File: config.mk
export PLATFORM = sky130hd
export DESIGN_NAME = knapsack_search
export DESIGN_NICKNAME = d
export VERILOG_FILES = /design/src/rtl/knapsack_search.sv
export SDC_FILE = /design/constraint.sdc
export NUM_CORES = 1
export LEC_CHECK = 0
export ABC_AREA = 1
export CORE_MARGIN = 10
export CORE_UTILIZATION = 35
export DETAILED_ROUTE_END_ITERATION = 12
export SLEW_MARGIN = 30
export SYNTH_ARGS = -nofsm -noshare
export SYNTH_HDL_FRONTEND = slang
export SYNTH_SLANG_ARGS = --single-unit
File: constraint.sdc
create_clock -name clk -period 5.15 [get_ports clk]
set_input_delay 1.2875 -clock clk [delete_from_list [all_inputs] [get_ports clk]]
set_output_delay 1.2875 -clock clk [all_outputs]
set_load 0.05 [all_outputs]
File: src/rtl/knapsack_search.sv
// Exhaustive 0-1 knapsack search: walks every selection vector in ascending order and keeps the best feasible one.
// Optional macro KNAPSACK_EARLY_EXIT_EN stops the walk at the first feasible candidate.
module knapsack_search #(
  parameter int N_ITEMS    = 5,
  parameter int W_WIDTH    = 5,
  parameter int V_WIDTH    = 5,
  parameter int MAX_WEIGHT = 15,
  parameter int MIN_VALUE  = 15,
  localparam int SW = W_WIDTH + $clog2(N_ITEMS) + 1,
  localparam int SV = V_WIDTH + $clog2(N_ITEMS) + 1
) (
  input  logic                         clk,
  input  logic                         rst_n,
  input  logic                         start,
  input  logic [N_ITEMS*W_WIDTH-1:0]   item_weight,
  input  logic [N_ITEMS*V_WIDTH-1:0]   item_value,
  output logic                         busy,
  output logic                         done,
  output logic                         found,
  output logic [N_ITEMS-1:0]           best_choices,
  output logic [SW-1:0]                best_weight,
  output logic [SV-1:0]                best_value
);

  typedef enum logic {IDLE, SCAN} state_t;

  localparam logic [SW-1:0] MAX_W = SW'(MAX_WEIGHT);
  localparam logic [SV-1:0] MIN_V = SV'(MIN_VALUE);

  state_t                       state_q, state_d;
  logic [N_ITEMS-1:0]           cand_q, cand_d;
  logic [N_ITEMS*W_WIDTH-1:0]   wt_q, wt_d;
  logic [N_ITEMS*V_WIDTH-1:0]   val_q, val_d;
  logic                         found_q, found_d;
  logic [N_ITEMS-1:0]           choices_q, choices_d;
  logic [SW-1:0]                bw_q, bw_d;
  logic [SV-1:0]                bv_q, bv_d;
  logic                         done_q, done_d;

  // Per-item contributions of the current candidate, zero when the item is not selected.
  logic [SW-1:0] term_w [N_ITEMS];
  logic [SV-1:0] term_v [N_ITEMS];

  genvar gi;
  generate
    for (gi = 0; gi < N_ITEMS; gi++) begin : g_term
      assign term_w[gi] = cand_q[gi] ? SW'(wt_q[gi*W_WIDTH +: W_WIDTH])  : '0;
      assign term_v[gi] = cand_q[gi] ? SV'(val_q[gi*V_WIDTH +: V_WIDTH]) : '0;
    end
  endgenerate

  logic [SW-1:0] sum_w;
  logic [SV-1:0] sum_v;
  logic          feasible;
  logic          better;
  logic          stop;

  always_comb begin
    sum_w = '0;
    sum_v = '0;
    for (int i = 0; i < N_ITEMS; i++) begin
      sum_w = sum_w + term_w[i];
      sum_v = sum_v + term_v[i];
    end
  end

  // Strict '>' keeps the lowest-index candidate among equal-value ties.
  assign feasible = (sum_w < MAX_W) && (sum_v >= MIN_V);
  assign better   = feasible && (!found_q || (sum_v > bv_q));

`ifdef KNAPSACK_EARLY_EXIT_EN
  assign stop = (&cand_q) || feasible;
`else
  assign stop = &cand_q;
`endif

  always_comb begin
    state_d   = state_q;
    cand_d    = cand_q;
    wt_d      = wt_q;
    val_d     = val_q;
    found_d   = found_q;
    choices_d = choices_q;
    bw_d      = bw_q;
    bv_d      = bv_q;
    done_d    = 1'b0;
    case (state_q)
      IDLE: begin
        if (start) begin
          state_d   = SCAN;
          wt_d      = item_weight;
          val_d     = item_value;
          cand_d    = '0;
          found_d   = 1'b0;
          choices_d = '0;
          bw_d      = '0;
          bv_d      = '0;
        end
      end
      SCAN: begin
        cand_d = cand_q + 1'b1;
        if (better) begin
          found_d   = 1'b1;
          choices_d = cand_q;
          bw_d      = sum_w;
          bv_d      = sum_v;
        end
        if (stop) begin
          state_d = IDLE;
          done_d  = 1'b1;
        end
      end
      default: state_d = IDLE;
    endcase
  end

  always_ff @(posedge clk or negedge rst_n) begin
    if (!rst_n) begin
      state_q   <= IDLE;
      cand_q    <= '0;
      wt_q      <= '0;
      val_q     <= '0;
      found_q   <= 1'b0;
      choices_q <= '0;
      bw_q      <= '0;
      bv_q      <= '0;
      done_q    <= 1'b0;
    end else begin
      state_q   <= state_d;
      cand_q    <= cand_d;
      wt_q      <= wt_d;
      val_q     <= val_d;
      found_q   <= found_d;
      choices_q <= choices_d;
      bw_q      <= bw_d;
      bv_q      <= bv_d;
      done_q    <= done_d;
    end
  end

  assign busy         = (state_q == SCAN);
  assign done         = done_q;
  assign found        = found_q;
  assign best_choices = choices_q;
  assign best_weight  = bw_q;
  assign best_value   = bv_q;

endmodule

==> metrics.md, run 1 <==
| Metric | Value |
|---|---|
| Placed wire-length estimate | 8.27 mm |
| Critical Path RT | 5.38 ns |
| Starting Density | 0.361 |
| Cell accounting for the most synthesized area | dfrtp_1 |
| Number of synthesized flops with an enable pin | 0 |
| Critical Path Start Type | flop |
| Slowest stage cell, crit path | fa_1 |
| Largest net degree at the start of global routing | 80 |
| GP Congestion | 0.833 |
| Clock sinks | 79 |
| Crit Path Max Fanout | 19 |
| Yosys cell types | 39 |
| DR vias/cell | 4.46 |
| Initial antenna violation count | 0 |
| Mean Syn Cell Area | 8.41 µm² |
| Setup tns final | 0 ns |
| Clock Latency Late Sink | 0.34 ns |
| Vias in the first global route | 3933 |
| RSZ-0062 raised after global routing | no |
| H-tree depth | 3 |
| FF+latch count, synth | 79 |
| Clock skew | 0.0103 ns |
| CTS max path bufs | 2 |
| Maximum clock rate | 0.210 GHz |
| First-pass GRT wire length | 18.8 mm |
| Hold-fix buffers, CTS | 0 |
| Async SR Flop Fraction | 1.00 |
| R2r setup slk | 0.38 ns |
| Wirelength per Cell | 13.2 µm |
| Clock tree from TritonCTS | yes |
| Gr usage total | 0.123 |
| Setup Viol. Count Final | 0 |
| Die Area | 0.0189 mm² |
| Warnings from Yosys | 0 |
| Layout area overhead | 26.0% |
| Top_reg_cell synth | dfrtp_1 |
| # DRC | 0 |
| Root Driver | clkbuf_16 |
| Final wirelength | 11.0 mm |
| Io pins | 79 |
| Fin. max-slew vios | 0 |
| Fill count | 1346 |
| Worst Max-Slew Pin Slew | 0.773 ns |
| CP arrival | 5.00 ns |
| Fin crit share | 0.926 |
| Slowest cell delay on critical path | 0.54 ns |
| Hold Vio Cnt, Final | 0 |
| Die H | 137 µm |
| Grt ovf | 0 |
| Seq/Total Area, Yosys | 0.410 |
| Clk pin slew, worst setup/hold paths | 0.06 ns |
| Hold Crit Class | reg -> reg |
| Buffers on Ports | 76 |
| Total number of vias | 3710 |
| Setup Crit Path Kind | reg -> reg |
| CTS buffer count | 9 |
| Yosys top cell area share | 0.410 |
| Storage element area | 0.00198 mm² |
| Die X | 137 µm |
| Layout cells sized above 1 | 0.0976 |
| Multi-input logic area | 0.00242 mm² |
| FP Rows | 42 |
| Cells after synthesis | 573 |
| Status | complete, no violations |
| CP bufs+invs | 5 |
| Cell repeated most along the worst path | fa_1 |
| Number of DRC markers in iteration 0 | 204 |
| Layout Nets | 758 |
| Minimum clock period | 4.77 ns |
| Ant diodes | 0 |
| CP Cell Sequence | buf_4 > nand2_1 > inv_1 > fa_1 > inv_1 > fa_1 > fa_1 > inv_1 > ha_1 > fa_1 > nand3_1 > nand3_1 > xnor2_1 > and3_1 > o2111ai_1 > nor2_4 > nand2_8 > buf_12 > nand3_2 > nand2_1 |
| Max Cap Violations | 0 |
| Core area | 0.0133 mm² |
| Mapped cell area | 0.00482 mm² |
| ANT nets after route | 0 |
| DRT Pass-1 Iters | 4 |
| Main area contributors after synthesis | dfrtp_1 (41%), nand2_1 (19%), fa_1 (12%) |
| Slew headroom | 0.485 |
| Crit end category | flop |
| Cell family with most CP delay | adder cells |
synth_stat cells (2+ instances only):
| master | n |
|---|---|
| a21oi_1 | 5 |
| a22o_1 | 2 |
| and3_1 | 2 |
| buf_4 | 3 |
| buf_6 | 2 |
| clkbuf_1 | 16 |
| dfrtp_1 | 79 |
| fa_1 | 28 |
| ha_1 | 25 |
| inv_1 | 80 |
| inv_2 | 3 |
| nand2_1 | 241 |
| nand2_2 | 8 |
| nand3_1 | 30 |
| nand3_2 | 11 |
| nand3b_1 | 2 |
| nand4_1 | 4 |
| nor2_1 | 8 |
| o21ai_0 | 2 |
| xnor2_1 | 3 |
cells in the final DEF (no fill, tap or decap), types with 2 or more instances in the layout:
cell type	instances
a22o_1	2
nand3_1	30
dfrtp_2	3
nand4_1	4
clkdlybuf4s50_1	75
dfrtp_1	76
inv_1	80
fa_1	28
inv_2	3
nand2_1	240
and3_1	2
nand3_2	11
buf_4	11
o21ai_0	2
ha_1	25
nand2_2	9
clkinv_2	4
nor2_1	8
nand2_8	2
a21oi_1	5
conb_1	2
nand3b_1	2
xnor2_1	3
clkbuf_16	9
flip-flops by register name, indices dropped and copies added (netlist names):
signal,cells
done,1
best_weight,8
busy,1
cand_q,5
wt_q,25
best_value,8
found,1
best_choices,5
val_q,25
final timing paths:
kind	startpoint	end	depth (start not counted)
worst max register to register	cand_q[4]	best_weight[3]	20
worst max-delay path	cand_q[4]	best_weight[3]	20
worst min-delay path	val_q[1]	val_q[1]	2
max in group asynchronous	rst_n	cand_q[3]	1
worst min register to register	val_q[1]	val_q[1]	2
min in group asynchronous	rst_n	best_choices[0]	1
per-stage QoR:
stage	hold WS, ns	std cells	util	cell area (µm²)	setup slack (ns)
2_1_floorplan	0.449	574	-	4820	0.696
3_3_place_gp	0.466	805	0.426	5690	0.318
3_5_place_dp	0.466	805	0.426	5690	0.221
4_1_cts	0.482	820	0.446	5950	0.182
5_1_grt	0.501	832	0.455	6070	0.0237
6_report	0.480	832	0.455	6070	0.380
layout make-up:
class	instances	share of cell area
Clock inverter	6	0.00598
Timing Repair Buffer	89	0.143
Sequential cell	79	0.326
Inverter	84	0.0519
Tap cell	176	0.0363
Multi-Input combinational cell	389	0.399
Clock buffer	9	0.0371
per-layer routing:
layer | track usage | share of wire | vias up
li1 | - | - | 1892
met1 | 0.160 | 0.47 | 1726
met2 | 0.195 | 0.45 | 80
met3 | 0.0226 | 0.054 | 12
met4 | 0.0580 | 0.020 | 0
met5 | 0 | 0 | -
kinds of logic (layout without fill, tap and decap cells):
family | Yosys count | count (layout) | share of synthesized area
flip-flops | 79 | 79 | 0.410
other | 1 | 2 | 0.000778
AND/OR/NAND/NOR | 313 | 314 | 0.285
adder cells (fa/ha/maj) | 53 | 53 | 0.181
AO/OA/AOI/OAI | 15 | 15 | 0.0203
buffers and inverters | 107 | 188 | 0.0924
XOR/XNOR | 5 | 5 | 0.0106
worst reg2reg max path: cells and delay by family, from the launching register on:
kind / cells / cell delay [ns]
adders and majority gates: 5 / 2.21
buffers and inverters: 5 / 0.49
and+or+nand+nor: 8 / 1.15
DFF: 1 / 0.48
AOI/OAI and AO/OA: 1 / 0.18
xor gates and xnor gates: 1 / 0.14
timing repair:
action | CTS | global route
buffers inserted | 0 | 11
setup endpoints to repair | 0 | 22
resized for setup | 0 | 4
Power of run 1 is not shown: default switching activity piles up to over one toggle a cycle in this logic, so the estimate is an artifact.
==> inputs of run 2 (changes only) <==
--- a/config.mk
+++ b/config.mk
@@ -9,6 +9,7 @@
 export CORE_MARGIN = 10
 export CORE_UTILIZATION = 35
 export DETAILED_ROUTE_END_ITERATION = 12
+export REMOVE_ABC_BUFFERS = 1
 export SLEW_MARGIN = 30
 export SYNTH_ARGS = -nofsm -noshare
 export SYNTH_HDL_FRONTEND = slang
==> metrics.md, run 2 (synthesis results as in run 1) <==
| Metric | Value |
|---|---|
| Grt ovf | 0 (unchanged) |
| Worst Max-Slew Pin Slew | 0.804 ns (was 0.773 ns) |
| Clock Latency Late Sink | 0.34 ns (about the same) |
| Slew headroom | 0.464 (was 0.485) |
| GP Congestion | 0.840 (was 0.833) |
| Layout cells sized above 1 | 0.0836 (was 0.0976) |
| Crit Path Max Fanout | 19 (unchanged) |
| Layout Nets | 748 (was 758) |
| Cell family with most CP delay | adder cells (unchanged) |
| Maximum clock rate | 0.211 GHz (was 0.210 GHz) |
| CTS buffer count | 9 (unchanged) |
| Initial antenna violation count | 0 (unchanged) |
| Fin. max-slew vios | 0 (unchanged) |
| Gr usage total | 0.122 (was 0.123) |
| RSZ-0062 raised after global routing | no (unchanged) |
| Core area | 0.0133 mm² (unchanged) |
| Clock skew | 0.00540 ns (was 0.0103 ns) |
| Hold Vio Cnt, Final | 0 (unchanged) |
| Clock tree from TritonCTS | yes (unchanged) |
| Fin crit share | 0.922 (was 0.926) |
| Slowest stage cell, crit path | fa_1 (unchanged) |
| Storage element area | 0.00198 mm² (unchanged) |
| Die H | 137 µm (unchanged) |
| Commonest cells after routing, fill and taps aside | nand2_1 (240), inv_1 (80), dfrtp_1 (76) (unchanged) |
| Critical Path RT | 5.42 ns (was 5.38 ns) |
| CP bufs+invs | 6 (was 5) |
| Buffers on Ports | 76 (unchanged) |
| First-pass GRT wire length | 18.5 mm (was 18.8 mm) |
| Multi-input logic area | 0.00240 mm² (was 0.00242 mm²) |
| Setup Crit Path Kind | reg -> reg (unchanged) |
| Layout area overhead | 24.9% (was 26.0%) |
| Commonest non-fill, non-tap cell in the layout | nand2_1 (unchanged) |
| Setup Viol. Count Final | 0 (unchanged) |
| Crit path depth | 27 (was 20) |
| Root Driver | clkbuf_16 (unchanged) |
| Io pins | 79 (unchanged) |
| Vias in the first global route | 3931 (was 3933) |
| Die Area | 0.0189 mm² (unchanged) |
| DR vias/cell | 4.49 (was 4.46) |
| CTS max path bufs | 2 (unchanged) |
| Largest net degree at the start of global routing | 80 (unchanged) |
| Ant diodes | 0 (unchanged) |
| Crit end category | flop (unchanged) |
| Biggest regs | val_q: 25 flops, wt_q: 25 flops (unchanged) |
| Placed wire-length estimate | 8.15 mm (was 8.27 mm) |
| Fin Hold WS | 0.482 ns (was 0.480 ns) |
| Reg2Reg Depth | 27 (was 20) |
| Die X | 137 µm (unchanged) |
| Hold path cells | 2 (unchanged) |
| Number of DRC markers in iteration 0 | 160 (was 204) |
| # DRC | 0 (unchanged) |
| DRT Pass-1 Iters | 5 (was 4) |
| Minimum clock period | 4.75 ns (was 4.77 ns) |
| FP Rows | 42 (unchanged) |
| ANT nets after route | 0 (unchanged) |
| Total number of vias | 3687 (was 3710) |
| CP arrival | 5.02 ns (was 5.00 ns) |
| H-tree depth | 3 (unchanged) |
| Hold Crit Class | reg -> reg (unchanged) |
| Slowest cell delay on critical path | 0.53 ns (was 0.54 ns) |
| Cell repeated most along the worst path | nand2_1 (was fa_1) |
| Wirelength per Cell | 13.3 µm (was 13.2 µm) |
| Starting Density | 0.361 (unchanged) |
| Clk pin slew, worst setup/hold paths | 0.06 ns (about the same) |
| Fill count | 1335 (was 1346) |
| Final wirelength | 10.9 mm (was 11.0 mm) |
| Clock sinks | 79 (unchanged) |
| Setup tns final | 0 ns (unchanged) |
| Critical Path Start Type | flop (unchanged) |
| Max Cap Violations | 0 (unchanged) |
| Status | complete, no violations (unchanged) |
-- run 2: worst min-delay path: stages (launching register included) --
cell and delay (ns):
dfrtp_1 0.34, nand2_1 0.05, nand2_1 0.05
-- run 2: layout make-up --
| class | count | share of cell area |
|---|---|---|
| clock buffer | 11 | 0.0420 |
| clock inverter | 4 | 0.00894 |
| inverter | 84 | 0.0524 |
| multi-input combinational | 388 | 0.399 |
| sequential | 79 | 0.329 |
| tap | 176 | 0.0366 |
| timing repair buffer | 80 | 0.132 |
-- run 2: path summary, 6_finish.rpt --
check / start / slack (ns) / endpoint
max in group asynchronous: rst_n / 3.66 / cand_q[4]
worst min-delay path: val_q[15] / 0.48 / val_q[15]
worst max register to register: cand_q[4] / 0.40 / best_weight[7]
min in group asynchronous: rst_n / 0.99 / best_weight[3]
worst max-delay path: cand_q[4] / 0.40 / best_weight[7]
worst min register to register: val_q[15] / 0.48 / val_q[15]
-- run 2: timing repair --
item / CTS / global route
setup buffers: 0 / 0
endpoints found under the setup margin: 0 / 6
gates resized for setup: 0 / 3
hold buffers: 0 / 0
-- run 2: per-stage QoR --
step	cells	setup slack (ns)	cell area, µm²	util
final	822	0.403	6020	0.451
after global routing	822	0.0365	6020	0.451
after CTS	822	0.271	6010	0.450
after detailed placement	807	0.297	5700	0.427
after global placement	807	0.415	5700	0.427
after floorplan	551	0.696	4690	-
-- run 2: per-layer routing --
layer  share of wire  vias to the layer above  GRT usage
li1                -                     1874          -
met5               0                        -          0
met4           0.015                        0     0.0509
met2            0.45                       71      0.190
met1            0.47                     1732      0.159
met3           0.060                       10     0.0313
Power of run 2 is left out for the same reason.
==> inputs of run 3 (changes only) <==
--- a/config.mk
+++ b/config.mk
@@ -7,8 +7,9 @@
 export LEC_CHECK = 0
 export ABC_AREA = 1
 export CORE_MARGIN = 10
-export CORE_UTILIZATION = 35
+export CORE_UTILIZATION = 54
 export DETAILED_ROUTE_END_ITERATION = 12
+export PLACE_DENSITY = 0.81
 export REMOVE_ABC_BUFFERS = 1
 export SLEW_MARGIN = 30
 export SYNTH_ARGS = -nofsm -noshare
==> metrics.md, run 3 (synthesis results as in run 1) <==
| Metric | Value |
|---|---|
| Dpl cells | 738 (was 807) |
| Maximum clock rate | 0.210 GHz (was 0.211 GHz) |
| Layout cells sized above 1 | 0.0904 (was 0.0836) |
| Minimum clock period | 4.76 ns (was 4.75 ns) |
| Critical Path RT | 5.39 ns (was 5.42 ns) |
| Slowest cell delay on critical path | 0.60 ns (was 0.53 ns) |
| Buffers on Ports | 76 (unchanged) |
| Post-layout util | 0.678 (was 0.451) |
| CP bufs+invs | 4 (was 6) |
| Largest net degree at the start of global routing | 80 (unchanged) |
| Grt ovf | 0 (unchanged) |
| Setup Viol. Count Final | 0 (unchanged) |
| Die X | 114 µm (was 137 µm) |
| CP arrival | 5.00 ns (was 5.02 ns) |
| Hold-fix buffers, CTS | 0 (unchanged) |
| RSZ-0062 raised after global routing | no (unchanged) |
| Met2 routed WL | 5.13 mm (was 4.96 mm) |
| Crit Path Max Fanout | 19 (unchanged) |
| Layout Nets | 754 (was 748) |
| Clk pin slew, worst setup/hold paths | 0.08 ns (was 0.06 ns) |
| GP Congestion | 0.882 (was 0.840) |
| WL met3 | 693 µm (was 658 µm) |
| ANT nets after route | 0 (unchanged) |
| Biggest regs | val_q: 25 flops, wt_q: 25 flops (unchanged) |
| Cell repeated most along the worst path | nand2_1 (unchanged) |
| Critical Path Start Type | flop (unchanged) |
| Hold Vio Cnt, Final | 0 (unchanged) |
| First-pass GRT wire length | 17.9 mm (was 18.5 mm) |
| Total number of vias | 3848 (was 3687) |
| Worst Max-Slew Pin Slew | 0.788 ns (was 0.804 ns) |
| CTS max path bufs | 2 (unchanged) |
| Final Instance Count excl. Fillers | 761 (was 822) |
| Cell family with most CP delay | adder cells (unchanged) |
| DRT met1 WL | 4.74 mm (was 5.13 mm) |
| Io pins | 79 (unchanged) |
| Clock tree from TritonCTS | yes (unchanged) |
| Fin crit share | 0.925 (was 0.922) |
| CTS buffer count | 9 (unchanged) |
| Ant diodes | 0 (unchanged) |
| CP Cell Sequence | buf_4 > nand2_1 > inv_1 > fa_1 > fa_1 > inv_1 > fa_1 > inv_1 > ha_1 > nand2_1 > nand2_1 > and2_4 > xor2_2 > ha_1 > nand4_1 > o221ai_1 > nand2_1 > nand2_1 > nand2_2 > nand2_4 > nand2_8 > nand2_1 > nor2_1 |
| Die H | 114 µm (was 137 µm) |
| Commonest non-fill, non-tap cell in the layout | nand2_1 (unchanged) |
| Hold Crit Class | reg -> reg (unchanged) |
| Root Driver | clkbuf_8 (was clkbuf_16) |
| Crit end category | flop (unchanged) |
| Commonest cells after routing, fill and taps aside | nand2_1 (240), inv_1 (80), dfrtp_1 (76) (unchanged) |
| Fin. max-slew vios | 0 (unchanged) |
| Placed wire-length estimate | 7.68 mm (was 8.15 mm) |
| Gr usage total | 0.167 (was 0.122) |
| Wirelength per Cell | 14.1 µm (was 13.3 µm) |
| Layout area overhead | 22.6% (was 24.9%) |
| Initial antenna violation count | 0 (unchanged) |
| Final wirelength | 10.8 mm (was 10.9 mm) |
| Die Area | 0.0131 mm² (was 0.0189 mm²) |
| Setup Crit Path Kind | reg -> reg (unchanged) |
| Max Cap Violations | 0 (unchanged) |
| Vias in the first global route | 3912 (was 3931) |
| DRT Pass-1 Iters | 4 (was 5) |
| Slew headroom | 0.474 (was 0.464) |
| Status | complete, no violations (unchanged) |
| DR vias/cell | 5.06 (was 4.49) |
| # DRC | 0 (unchanged) |
| Slowest stage cell, crit path | fa_1 (unchanged) |
| Fill count | 685 (was 1335) |
| FP Rows | 34 (was 42) |
| Clock sinks | 79 (unchanged) |
| Setup tns final | 0 ns (unchanged) |
| Starting Density | 0.553 (was 0.361) |
| Core area | 0.00872 mm² (was 0.0133 mm²) |
| Top layer in use | met4 (unchanged) |
| Clock Latency Late Sink | 0.36 ns (was 0.34 ns) |
| Number of DRC markers in iteration 0 | 214 (was 160) |
| Clock skew | 0.0130 ns (was 0.00540 ns) |
| H-tree depth | 3 (unchanged) |
## run 3: cell types whose count changed in the layout (fill, tap and decap cells not counted)
cell,change
clkbuf_16,-9
clkbuf_8,+7
buf_4,+6
bufinv_16,+2
clkbuf_1,+2
clkinv_4,+1
clkinvlp_4,-1
inv_6,-1
## run 3: stage by stage
stage          worst slack [ns]  instance area [µm²]  hold WS [ns]
2_1_floorplan             0.696                 4690         0.449
3_3_place_gp              0.468                 5610         0.463
3_5_place_dp              0.273                 5610         0.470
4_1_cts                   0.237                 5850         0.489
5_1_grt                  0.0221                 5910         0.499
6_report                  0.385                 5910         0.487
## run 3: final timing paths
path | depth (start not counted) | start | slack [ns] | to
max in group asynchronous | 1 | rst_n | 3.67 | cand_q[4]
worst min-delay path | 2 | val_q[15] | 0.49 | val_q[15]
worst max register to register | 23 | cand_q[4] | 0.39 | best_weight[4]
worst max-delay path | 23 | cand_q[4] | 0.39 | best_weight[4]
min in group asynchronous | 1 | rst_n | 0.96 | best_weight[6]
worst min register to register | 2 | val_q[15] | 0.49 | val_q[15]
## run 3: worst reg2reg max path, stage by stage (launching register included)
cell and delay [ns]:
dfrtp_2 0.46, buf_4 0.15, nand2_1 0.05, inv_1 0.05, fa_1 0.51, fa_1 0.54
inv_1 0.06, fa_1 0.60, inv_1 0.06, ha_1 0.30, nand2_1 0.07, nand2_1 0.08
and2_4 0.15, xor2_2 0.15, ha_1 0.32, nand4_1 0.12, o221ai_1 0.20, nand2_1 0.08
nand2_1 0.08, nand2_2 0.06, nand2_4 0.18, nand2_8 0.16, nand2_1 0.15, nor2_1 0.06
## run 3: routing by layer
layer	GRT usage	vias up
met5	0	-
met1	0.212	1835
met2	0.265	120
li1	-	1876
met4	0.0727	0
met3	0.0383	17
## run 3: cell type report
| cell class | instances | area [µm²] | area share |
|---|---|---|---|
| tap | 108 | 135 | 0.0229 |
| clock buffer | 11 | 131 | 0.0222 |
| timing repair buffer | 86 | 837 | 0.142 |
| sequential | 79 | 1980 | 0.335 |
| clock inverter | 5 | 106 | 0.0180 |
| inverter | 84 | 315 | 0.0534 |
| multi-input combinational | 388 | 2400 | 0.407 |
## run 3: repair_timing
action / 4_1_cts / 5_1_grt
gates resized for setup: 0 / 3
setup endpoints to repair: 0 / 20
buffers inserted: 0 / 7
Power of run 3 is left out for the same reason.
